**config.mk**
```make
export PLATFORM = sky130hd
export DESIGN_NAME = rfphoenix_opnd_stage_flat
export DESIGN_NICKNAME = d
export VERILOG_FILES = /design/src/rtl/rfphoenix_opnd_stage_pkg.sv /design/src/rtl/rfphoenix_opnd_stage_if.sv /design/src/rtl/rfphoenix_opnd_fwd.sv /design/src/rtl/rfphoenix_opnd_stage.sv /design/src/flat_wrapper.sv
export SDC_FILE = /design/constraint.sdc
export NUM_CORES = 1
export LEC_CHECK = 0
export CAP_MARGIN = 15
export CORE_MARGIN = 10
export CORE_UTILIZATION = 40
export DETAILED_ROUTE_END_ITERATION = 6
export HOLD_SLACK_MARGIN = 0.08
export PLACE_DENSITY = 0.7
export SYNTH_ARGS = -nofsm -noshare
export SYNTH_HDL_FRONTEND = slang
export SYNTH_SLANG_ARGS = --single-unit
```
**constraint.sdc**
```tcl
create_clock -name clk -period 1.87 [get_ports clk]
set_input_delay 0.2805 -clock clk [delete_from_list [all_inputs] [get_ports clk]]
set_output_delay 0.2805 -clock clk [all_outputs]
set_load 0.01 [all_outputs]
```
**src/rtl/rfphoenix_opnd_stage_pkg.sv**
```systemverilog
// Shared types for the rfPhoenix operand-fetch stage: instruction/value words,
// register-field extraction and the operand bundle handed to the ALU.
package rfphoenix_opnd_stage_pkg;

  localparam int THREAD_W = 2;
  localparam int REG_W    = 6;

  typedef logic [31:0]         instruction_t;
  typedef logic [31:0]         value_t;
  typedef logic [REG_W-1:0]    regno_t;
  typedef logic [THREAD_W-1:0] thread_t;

  // Instruction layout: [5:0] opcode, [11:6] rt, [17:12] ra, [23:18] rb, [29:24] rc.
  function automatic regno_t fn_ra(input instruction_t ir);
    return ir[17:12];
  endfunction

  function automatic regno_t fn_rb(input instruction_t ir);
    return ir[23:18];
  endfunction

  function automatic regno_t fn_rc(input instruction_t ir);
    return ir[29:24];
  endfunction

  function automatic regno_t fn_rt(input instruction_t ir);
    return ir[11:6];
  endfunction

  typedef struct packed {
    instruction_t ir;
    thread_t      thread;
    value_t       a;
    value_t       b;
    value_t       c;
    value_t       t;
    value_t       imm;
  } opnd_t;

endpackage

```
**src/rtl/rfphoenix_opnd_stage_if.sv**
```systemverilog
// Decoder, register-file, writeback and ALU signals of the operand stage.
// slave is the stage itself; master is its environment.
interface rfphoenix_opnd_stage_if
  import rfphoenix_opnd_stage_pkg::*;
#(
  parameter int TW = THREAD_W,
  parameter int AW = REG_W
) ();

  logic          in_valid;
  logic          in_ready;
  instruction_t  in_ir;
  logic [TW-1:0] in_thread;
  value_t        in_imm;

  logic [TW-1:0] rf_thread;
  logic [AW-1:0] rf_ra, rf_rb, rf_rc, rf_rt;
  value_t        rf_a, rf_b, rf_c, rf_t;

  logic          wb_valid;
  logic [TW-1:0] wb_thread;
  logic [AW-1:0] wb_reg;
  value_t        wb_data;

  logic          out_valid;
  logic          out_ready;
  instruction_t  out_ir;
  logic [TW-1:0] out_thread;
  value_t        out_a, out_b, out_c, out_t, out_imm;

  modport slave (
    input  in_valid, in_ir, in_thread, in_imm,
    input  rf_a, rf_b, rf_c, rf_t,
    input  wb_valid, wb_thread, wb_reg, wb_data,
    input  out_ready,
    output in_ready, rf_thread, rf_ra, rf_rb, rf_rc, rf_rt,
    output out_valid, out_ir, out_thread, out_a, out_b, out_c, out_t, out_imm
  );

  modport master (
    output in_valid, in_ir, in_thread, in_imm,
    output rf_a, rf_b, rf_c, rf_t,
    output wb_valid, wb_thread, wb_reg, wb_data,
    output out_ready,
    input  in_ready, rf_thread, rf_ra, rf_rb, rf_rc, rf_rt,
    input  out_valid, out_ir, out_thread, out_a, out_b, out_c, out_t, out_imm
  );

endinterface

```
**src/rtl/rfphoenix_opnd_fwd.sv**
```systemverilog
// One-operand writeback forward mux; register 0 always yields zero.
module rfphoenix_opnd_fwd
  import rfphoenix_opnd_stage_pkg::*;
#(
  parameter int TW = THREAD_W,
  parameter int AW = REG_W
) (
  input  logic [AW-1:0] reg_no,
  input  logic [TW-1:0] thread,
  input  value_t        cand,
  input  logic          wb_valid,
  input  logic [TW-1:0] wb_thread,
  input  logic [AW-1:0] wb_reg,
  input  value_t        wb_data,
  output value_t        fwd_val
);

  always_comb begin
    fwd_val = cand;
    if (reg_no == '0) begin
      fwd_val = '0;
    end else if (wb_valid && (wb_thread == thread) && (wb_reg == reg_no)) begin
      fwd_val = wb_data;
    end
  end

endmodule

```
**src/rtl/rfphoenix_opnd_stage.sv**
```systemverilog
// Operand fetch: RD slot (register-file read / hold) feeding an OUT slot toward the ALU,
// with writeback forwarding into every operand that is waiting in either slot.
module rfphoenix_opnd_stage
  import rfphoenix_opnd_stage_pkg::*;
#(
  parameter int TW = THREAD_W,
  parameter int AW = REG_W
) (
  input  logic                 clk,
  input  logic                 rst,
  input  logic                 flush,
  rfphoenix_opnd_stage_if.slave bus
);

  typedef enum logic [1:0] {RD_EMPTY, RD_FETCH, RD_HELD} rd_state_e;

  rd_state_e     rd_state, rd_state_nxt;
  logic          out_valid_q, out_valid_nxt;
  logic          rd_valid, move, accept;

  instruction_t  rd_ir;
  logic [TW-1:0] rd_thread;
  value_t        rd_imm;
  value_t        hold    [4];
  value_t        rf_dat  [4];
  value_t        rd_cand [4];
  value_t        rd_val  [4];
  logic [AW-1:0] rd_reg  [4];

  opnd_t         out_q;
  value_t        out_opnd [4];
  value_t        out_fwd  [4];
  logic [AW-1:0] out_reg  [4];

  assign rd_valid     = (rd_state != RD_EMPTY);
  assign move         = rd_valid & (~out_valid_q | bus.out_ready);
  assign bus.in_ready = ~flush & (~rd_valid | ~out_valid_q | bus.out_ready);
  assign accept       = bus.in_valid & bus.in_ready;

  assign bus.rf_thread = bus.in_thread;
  assign bus.rf_ra     = fn_ra(bus.in_ir);
  assign bus.rf_rb     = fn_rb(bus.in_ir);
  assign bus.rf_rc     = fn_rc(bus.in_ir);
  assign bus.rf_rt     = fn_rt(bus.in_ir);

  assign rf_dat[0] = bus.rf_a;
  assign rf_dat[1] = bus.rf_b;
  assign rf_dat[2] = bus.rf_c;
  assign rf_dat[3] = bus.rf_t;
  assign rd_reg[0] = fn_ra(rd_ir);
  assign rd_reg[1] = fn_rb(rd_ir);
  assign rd_reg[2] = fn_rc(rd_ir);
  assign rd_reg[3] = fn_rt(rd_ir);

  assign out_opnd[0] = out_q.a;
  assign out_opnd[1] = out_q.b;
  assign out_opnd[2] = out_q.c;
  assign out_opnd[3] = out_q.t;
  assign out_reg[0]  = fn_ra(out_q.ir);
  assign out_reg[1]  = fn_rb(out_q.ir);
  assign out_reg[2]  = fn_rc(out_q.ir);
  assign out_reg[3]  = fn_rt(out_q.ir);

  for (genvar i = 0; i < 4; i++) begin : g_fwd
    // The register file is read-before-write, so the fetch cycle still needs forwarding.
    assign rd_cand[i] = (rd_state == RD_FETCH) ? rf_dat[i] : hold[i];

    rfphoenix_opnd_fwd #(.TW(TW), .AW(AW)) u_rd_fwd (
      .reg_no   (rd_reg[i]),
      .thread   (rd_thread),
      .cand     (rd_cand[i]),
      .wb_valid (bus.wb_valid),
      .wb_thread(bus.wb_thread),
      .wb_reg   (bus.wb_reg),
      .wb_data  (bus.wb_data),
      .fwd_val  (rd_val[i])
    );

    rfphoenix_opnd_fwd #(.TW(TW), .AW(AW)) u_out_fwd (
      .reg_no   (out_reg[i]),
      .thread   (out_q.thread),
      .cand     (out_opnd[i]),
      .wb_valid (bus.wb_valid),
      .wb_thread(bus.wb_thread),
      .wb_reg   (bus.wb_reg),
      .wb_data  (bus.wb_data),
      .fwd_val  (out_fwd[i])
    );
  end

  always_comb begin
    rd_state_nxt  = rd_state;
    out_valid_nxt = out_valid_q;
    if (flush) begin
      rd_state_nxt  = RD_EMPTY;
      out_valid_nxt = 1'b0;
    end else begin
      if (accept)                    rd_state_nxt = RD_FETCH;
      else if (move)                 rd_state_nxt = RD_EMPTY;
      else if (rd_state == RD_FETCH) rd_state_nxt = RD_HELD;

      if (move)               out_valid_nxt = 1'b1;
      else if (bus.out_ready) out_valid_nxt = 1'b0;
    end
  end

  always_ff @(posedge clk) begin
    if (rst) begin
      rd_state    <= RD_EMPTY;
      out_valid_q <= 1'b0;
    end else begin
      rd_state    <= rd_state_nxt;
      out_valid_q <= out_valid_nxt;
    end
  end

  // Hold and OUT registers re-capture their forwarded value every cycle they stay put.
  always_ff @(posedge clk) begin
    if (rst) begin
      rd_ir     <= '0;
      rd_thread <= '0;
      rd_imm    <= '0;
      hold      <= '{default: '0};
      out_q     <= '0;
    end else begin
      if (accept) begin
        rd_ir     <= bus.in_ir;
        rd_thread <= bus.in_thread;
        rd_imm    <= bus.in_imm;
      end
      hold <= rd_val;
      if (move) begin
        out_q <= '{ir: rd_ir, thread: rd_thread, a: rd_val[0], b: rd_val[1],
                   c: rd_val[2], t: rd_val[3], imm: rd_imm};
      end else begin
        out_q.a <= out_fwd[0];
        out_q.b <= out_fwd[1];
        out_q.c <= out_fwd[2];
        out_q.t <= out_fwd[3];
      end
    end
  end

  assign bus.out_valid  = out_valid_q;
  assign bus.out_ir     = out_q.ir;
  assign bus.out_thread = out_q.thread;
  assign bus.out_a      = out_q.a;
  assign bus.out_b      = out_q.b;
  assign bus.out_c      = out_q.c;
  assign bus.out_t      = out_q.t;
  assign bus.out_imm    = out_q.imm;

endmodule

```
**src/flat_wrapper.sv**
```systemverilog
// flat-port wrapper written by rule: the top's interface ports become plain ports
module rfphoenix_opnd_stage_flat import rfphoenix_opnd_stage_pkg::*;
#(
  parameter int TW = THREAD_W,
  parameter int AW = REG_W
)
  (clk, rst, flush, bus_in_valid, bus_in_ir, bus_in_thread, bus_in_imm, bus_rf_a, bus_rf_b, bus_rf_c, bus_rf_t, bus_wb_valid, bus_wb_thread, bus_wb_reg, bus_wb_data, bus_out_ready, bus_in_ready, bus_rf_thread, bus_rf_ra, bus_rf_rb, bus_rf_rc, bus_rf_rt, bus_out_valid, bus_out_ir, bus_out_thread, bus_out_a, bus_out_b, bus_out_c, bus_out_t, bus_out_imm);
  rfphoenix_opnd_stage_if #(.TW(TW), .AW(AW)) bus_i ();
  input  logic clk;
  input  logic rst;
  input  logic flush;
  input wire logic [$bits(bus_i.in_valid)-1:0] bus_in_valid;
  input wire logic [$bits(bus_i.in_ir)-1:0] bus_in_ir;
  input wire logic [$bits(bus_i.in_thread)-1:0] bus_in_thread;
  input wire logic [$bits(bus_i.in_imm)-1:0] bus_in_imm;
  input wire logic [$bits(bus_i.rf_a)-1:0] bus_rf_a;
  input wire logic [$bits(bus_i.rf_b)-1:0] bus_rf_b;
  input wire logic [$bits(bus_i.rf_c)-1:0] bus_rf_c;
  input wire logic [$bits(bus_i.rf_t)-1:0] bus_rf_t;
  input wire logic [$bits(bus_i.wb_valid)-1:0] bus_wb_valid;
  input wire logic [$bits(bus_i.wb_thread)-1:0] bus_wb_thread;
  input wire logic [$bits(bus_i.wb_reg)-1:0] bus_wb_reg;
  input wire logic [$bits(bus_i.wb_data)-1:0] bus_wb_data;
  input wire logic [$bits(bus_i.out_ready)-1:0] bus_out_ready;
  output wire logic [$bits(bus_i.in_ready)-1:0] bus_in_ready;
  output wire logic [$bits(bus_i.rf_thread)-1:0] bus_rf_thread;
  output wire logic [$bits(bus_i.rf_ra)-1:0] bus_rf_ra;
  output wire logic [$bits(bus_i.rf_rb)-1:0] bus_rf_rb;
  output wire logic [$bits(bus_i.rf_rc)-1:0] bus_rf_rc;
  output wire logic [$bits(bus_i.rf_rt)-1:0] bus_rf_rt;
  output wire logic [$bits(bus_i.out_valid)-1:0] bus_out_valid;
  output wire logic [$bits(bus_i.out_ir)-1:0] bus_out_ir;
  output wire logic [$bits(bus_i.out_thread)-1:0] bus_out_thread;
  output wire logic [$bits(bus_i.out_a)-1:0] bus_out_a;
  output wire logic [$bits(bus_i.out_b)-1:0] bus_out_b;
  output wire logic [$bits(bus_i.out_c)-1:0] bus_out_c;
  output wire logic [$bits(bus_i.out_t)-1:0] bus_out_t;
  output wire logic [$bits(bus_i.out_imm)-1:0] bus_out_imm;
  assign bus_i.in_valid = bus_in_valid;
  assign bus_i.in_ir = bus_in_ir;
  assign bus_i.in_thread = bus_in_thread;
  assign bus_i.in_imm = bus_in_imm;
  assign bus_i.rf_a = bus_rf_a;
  assign bus_i.rf_b = bus_rf_b;
  assign bus_i.rf_c = bus_rf_c;
  assign bus_i.rf_t = bus_rf_t;
  assign bus_i.wb_valid = bus_wb_valid;
  assign bus_i.wb_thread = bus_wb_thread;
  assign bus_i.wb_reg = bus_wb_reg;
  assign bus_i.wb_data = bus_wb_data;
  assign bus_i.out_ready = bus_out_ready;
  assign bus_in_ready = bus_i.in_ready;
  assign bus_rf_thread = bus_i.rf_thread;
  assign bus_rf_ra = bus_i.rf_ra;
  assign bus_rf_rb = bus_i.rf_rb;
  assign bus_rf_rc = bus_i.rf_rc;
  assign bus_rf_rt = bus_i.rf_rt;
  assign bus_out_valid = bus_i.out_valid;
  assign bus_out_ir = bus_i.out_ir;
  assign bus_out_thread = bus_i.out_thread;
  assign bus_out_a = bus_i.out_a;
  assign bus_out_b = bus_i.out_b;
  assign bus_out_c = bus_i.out_c;
  assign bus_out_t = bus_i.out_t;
  assign bus_out_imm = bus_i.out_imm;
  rfphoenix_opnd_stage #(.TW(TW), .AW(AW)) u_core (.clk(clk), .rst(rst), .flush(flush), .bus(bus_i));
endmodule
```
==> flow_metrics.py <==
metrics = {
    "floorplanning": {
        "row_count": 79,
        "die-width_um": 236.9,
        "floorplan.die_area_mm2": 0.05610,
        "die_height_um": 236.9,
        "top_level_ports": 462,
        "floorplan_core_area_mm2": 0.04656,
        "initial_utilization_pct": 40.41,
    },
    "worst_setup_path": {
        "worst_ep_arrival_time_ns": 2.54,
        "timing.setup.critical_path_class": "flop to flop",
        "maximum_fanout_encountered_on_the_critical_timing_path": 26,
        "timing.critical_path.to_type": "flop",
        "start_kind": "flop",
        "cp.required_ns": 2.33,
    },
    "timing": {
        "finClkSkew_ns": 0.02124,
        "timing_max_transition_violations_final": 0,
        "max_clock_freq_ghz": 0.4828,
        "setup_slack_ns": -0.2012,
        "number_of_failing_setup_endpoints_in_the_final_timing_report": 122,
        "timing_worst_slew_pin_value_ns": 0.5595,
        "timing.hold.ws_ns": 0.2539,
        "timing.final.crit_share_pct": 110.8,
        "grt_setup_unrepaired": "true",
        "final_period_minus_worst_setup_slack_ns": 2.071,
        "hold_viol": 0,
        "timing.max_slew.rel_slack_pct": 62.70,
    },
    "worst_hold_path": {
        "hold_path.class": "input port to flop",
    },
    "global_route": {
        "overflow": 0,
        "grt_pass1_wl_um": 125800,
        "all_layer_global_routing_usage_pct": 28.11,
        "grt_max_degree": 90,
        "first_global_vias": 20730,
        "antenna_violations_before_repair": 6,
    },
    "drt": {
        "vias_per_cell": 6.291,
        "detailed_routing_wirelength_on_met1_um": 33930,
        "drcViolationCount": 0,
        "top_signal_layer_used": "met5",
        "routed-wl-met2_um": 40370,
        "route.antenna.remaining_nets": 0,
        "detailed_route_via_count": 21560,
        "detailedRoute.firstIterationViolations": 2662,
        "drt_pass1_iterations": 6,
        "drt-total-wl_um": 90220,
        "detail_route.wl_per_cell_um": 26.33,
        "met3_length_um": 10640,
    },
    "final_layout": {
        "share_of_layout_cells_above_drive_strength_1_pct": 25.73,
        "ff_latch_area_mm2": 0.007855,
        "area_delta_synth_final_pct": 62.33,
        "fin_nets": 3025,
        "fillers": 3534,
        "multi_input_area_mm2": 0.01178,
    },
    "cts": {
        "cts_made_buffers": 44,
        "clk_latency_ns": 0.58,
        "tritoncts": "built",
        "cts_sinks": 391,
        "worst_setup_hold_path_clk_slew_ns": 0.06,
        "clock_tree.buffer_depth": 3,
        "h_tree_lvl_count": 2,
        "cts_root_buf": "sky130_fd_sc_hd__clkbuf_16",
    },
    "power": {
        "finalPower_mw": 22.24,
        "power.ir.vdd_worst_mv": 0.8128,
        "power.leakage_nw": 10.23,
        "power_per_cell_area_mw_per_mm2": 728.3,
    },
    "synthesis": {
        "post_synthesis_instance_total": 2237,
        "synth_cell_type_count": 36,
        "mappedNetlistArea_mm2": 0.01881,
        "ys_warn_count": 0,
        "synth_seq_area_share_pct": 41.61,
        "synth_area_per_cell_um2": 8.409,
        "number_of_nets_produced_by_synthesis": 2477,
        "ys_seq_elements": 391,
    },
    "run_status": {
        "violations": "negative setup slack",
        "run_status": "complete, but fails checks",
    },
    "run": {
        "max_cap_viol_count": 0,
    },
    "placement": {
        "hpwl_um": 55170,
        "place.gp.congestion": 0.8933,
        "portBuffers": 461,
        "placement.setup.worst_slack_ns": -0.7871,
    },
}
## sequential cells by signal (all words and copies together) (netlist names)
name / cells
u_core.bus.out_a: 32
u_core.rd_imm: 32
u_core.bus.out_t: 32
u_core.bus.out_thread: 2
u_core.bus.out_valid: 1
u_core.rd_state: 2
u_core.bus.out_b: 32
u_core.bus.out_imm: 32
u_core.hold: 128
u_core.rd_ir: 32
u_core.bus.out_ir: 32
u_core.bus.out_c: 32
u_core.rd_thread: 2
## synth_stat cells
cell type                       number  area, µm²
sky130_fd_sc_hd__inv_1              32      120.1
sky130_fd_sc_hd__nor2b_1             2      12.51
sky130_fd_sc_hd__a221oi_2            9      135.1
sky130_fd_sc_hd__dlygate4sd1_1       7      61.31
sky130_fd_sc_hd__nor2_1            243      912.1
sky130_fd_sc_hd__o21ai_0            33      165.2
sky130_fd_sc_hd__a221oi_1           23      201.4
sky130_fd_sc_hd__xor2_1              2      17.52
sky130_fd_sc_hd__nand3_1            98      490.5
sky130_fd_sc_hd__o311ai_0          128       1121
sky130_fd_sc_hd__nor4_1              6      37.54
sky130_fd_sc_hd__nand4_1             8      50.05
sky130_fd_sc_hd__buf_6               4      45.04
sky130_fd_sc_hd__or2_2               5      31.28
sky130_fd_sc_hd__o311ai_2            3      48.80
sky130_fd_sc_hd__dlygate4sd3_1       1      10.01
sky130_fd_sc_hd__buf_2              29      145.1
sky130_fd_sc_hd__nand3_2             1      10.01
sky130_fd_sc_hd__or4_4               1      11.26
sky130_fd_sc_hd__nand2b_1            1      6.260
sky130_fd_sc_hd__xnor2_1            50      437.9
sky130_fd_sc_hd__nand2_1           274       1028
sky130_fd_sc_hd__a311oi_1           96      840.8
sky130_fd_sc_hd__dfxtp_1           391       7828
sky130_fd_sc_hd__buf_1              27      101.4
sky130_fd_sc_hd__a211oi_1            2      15.01
sky130_fd_sc_hd__buf_4              30      225.2
sky130_fd_sc_hd__and2_1              1      6.260
sky130_fd_sc_hd__a31oi_1             3      18.77
sky130_fd_sc_hd__o31ai_1           256       1922
sky130_fd_sc_hd__clkbuf_1          204      765.7
sky130_fd_sc_hd__o21ai_1             1      5.000
sky130_fd_sc_hd__mux2i_1           128       1281
sky130_fd_sc_hd__a31o_2              3      26.28
sky130_fd_sc_hd__a21o_1              1      7.510
sky130_fd_sc_hd__a21oi_1           134      670.6
## worst max-delay path, cell delays in order, from the launching register on
cell,delay (ns)
sky130_fd_sc_hd__dfxtp_1,0.33
sky130_fd_sc_hd__xnor2_2,0.19
sky130_fd_sc_hd__nand3_4,0.09
sky130_fd_sc_hd__buf_12,0.21
sky130_fd_sc_hd__buf_16,0.21
sky130_fd_sc_hd__o31ai_2,0.36
sky130_fd_sc_hd__o311ai_2,0.18
sky130_fd_sc_hd__a311oi_1,0.35
## kinds of logic (layout without fill, tap and decap cells)
group	count (synthesis)	after routing	synth area share [%]
flops	391	391	41.61
simple gates	640	651	13.80
other cells	0	2	0
mux	128	128	6.811
xor+xnor	52	52	2.421
compound gates	692	692	27.52
buf+inv	334	904	7.835
## layer usage
| layer | up-vias | track usage, % |
|---|---|---|
| met5 | - | 0 |
| met2 | 1509 | 44.02 |
| met4 | 10 | 14.32 |
| met3 | 368 | 9.158 |
| li1 | 9366 | - |
| met1 | 10310 | 33.93 |
## cells in the final DEF (no fill, tap or decap), types with 64 or more instances in the layout
master,instances
sky130_fd_sc_hd__a21oi_1,132
sky130_fd_sc_hd__a311oi_1,93
sky130_fd_sc_hd__buf_12,65
sky130_fd_sc_hd__buf_4,212
sky130_fd_sc_hd__clkdlybuf4s50_1,429
sky130_fd_sc_hd__dfxtp_1,371
sky130_fd_sc_hd__mux2i_1,82
sky130_fd_sc_hd__nand2_1,272
sky130_fd_sc_hd__nand3_1,97
sky130_fd_sc_hd__nor2_1,227
sky130_fd_sc_hd__o311ai_1,87
sky130_fd_sc_hd__o31ai_1,127
sky130_fd_sc_hd__o31ai_2,65
sky130_fd_sc_hd__o31ai_4,64
## through the flow
step           TNS, ns  std cells  area, µm²  util (%)
2_1_floorplan   -1.195       2237      19100         -
3_3_place_gp   -165.86       3270      25910     55.66
3_5_place_dp   -182.86       3270      25910     55.66
4_1_cts        -0.6846       3386      28750     61.76
5_1_grt         -16.16       3425      30530     65.58
6_report        -5.125       3427      30540     65.59
## what timing repair did
action	4_1_cts	5_1_grt
pin swaps	31	59
hold endpoints to repair	15	0
cloned	17	20
hold buffers	1	0
resized for setup	293	256
setup buffers	19	21
setup endpoints to repair	242	298
## path summary, 6_finish.rpt
kind         cells past startpoint                 from  slack, ns                      to
max                              7  u_core.rd_thread[1]      -0.20     u_core.bus.out_c[4]
min reg2reg                      2    u_core.rd_imm[21]       0.45  u_core.bus.out_imm[21]
min                              3        bus_in_imm[3]       0.25        u_core.rd_imm[3]
max reg2reg                      7  u_core.rd_thread[1]      -0.20     u_core.bus.out_c[4]
## where the power goes
part,internal (mW),total (mW),switching [mW]
Combinational,1.99,4.46,2.47
Clock,5.29,9.03,3.73
Sequential,8.59,8.76,0.169
Total,15.9,22.2,6.37
## area by class of cell
type / instances / area share, %
multi-input cells: 1523 / 38.56
well taps: 607 / 2.487
clock inverters: 19 / 0.7252
clock buffers: 60 / 4.134
inverters: 32 / 0.3933
repair buffers: 793 / 27.96
diodes: 2 / 0.01639
flip-flops and latches: 391 / 25.72
Note: power is estimated with default switching activity, not from simulation.
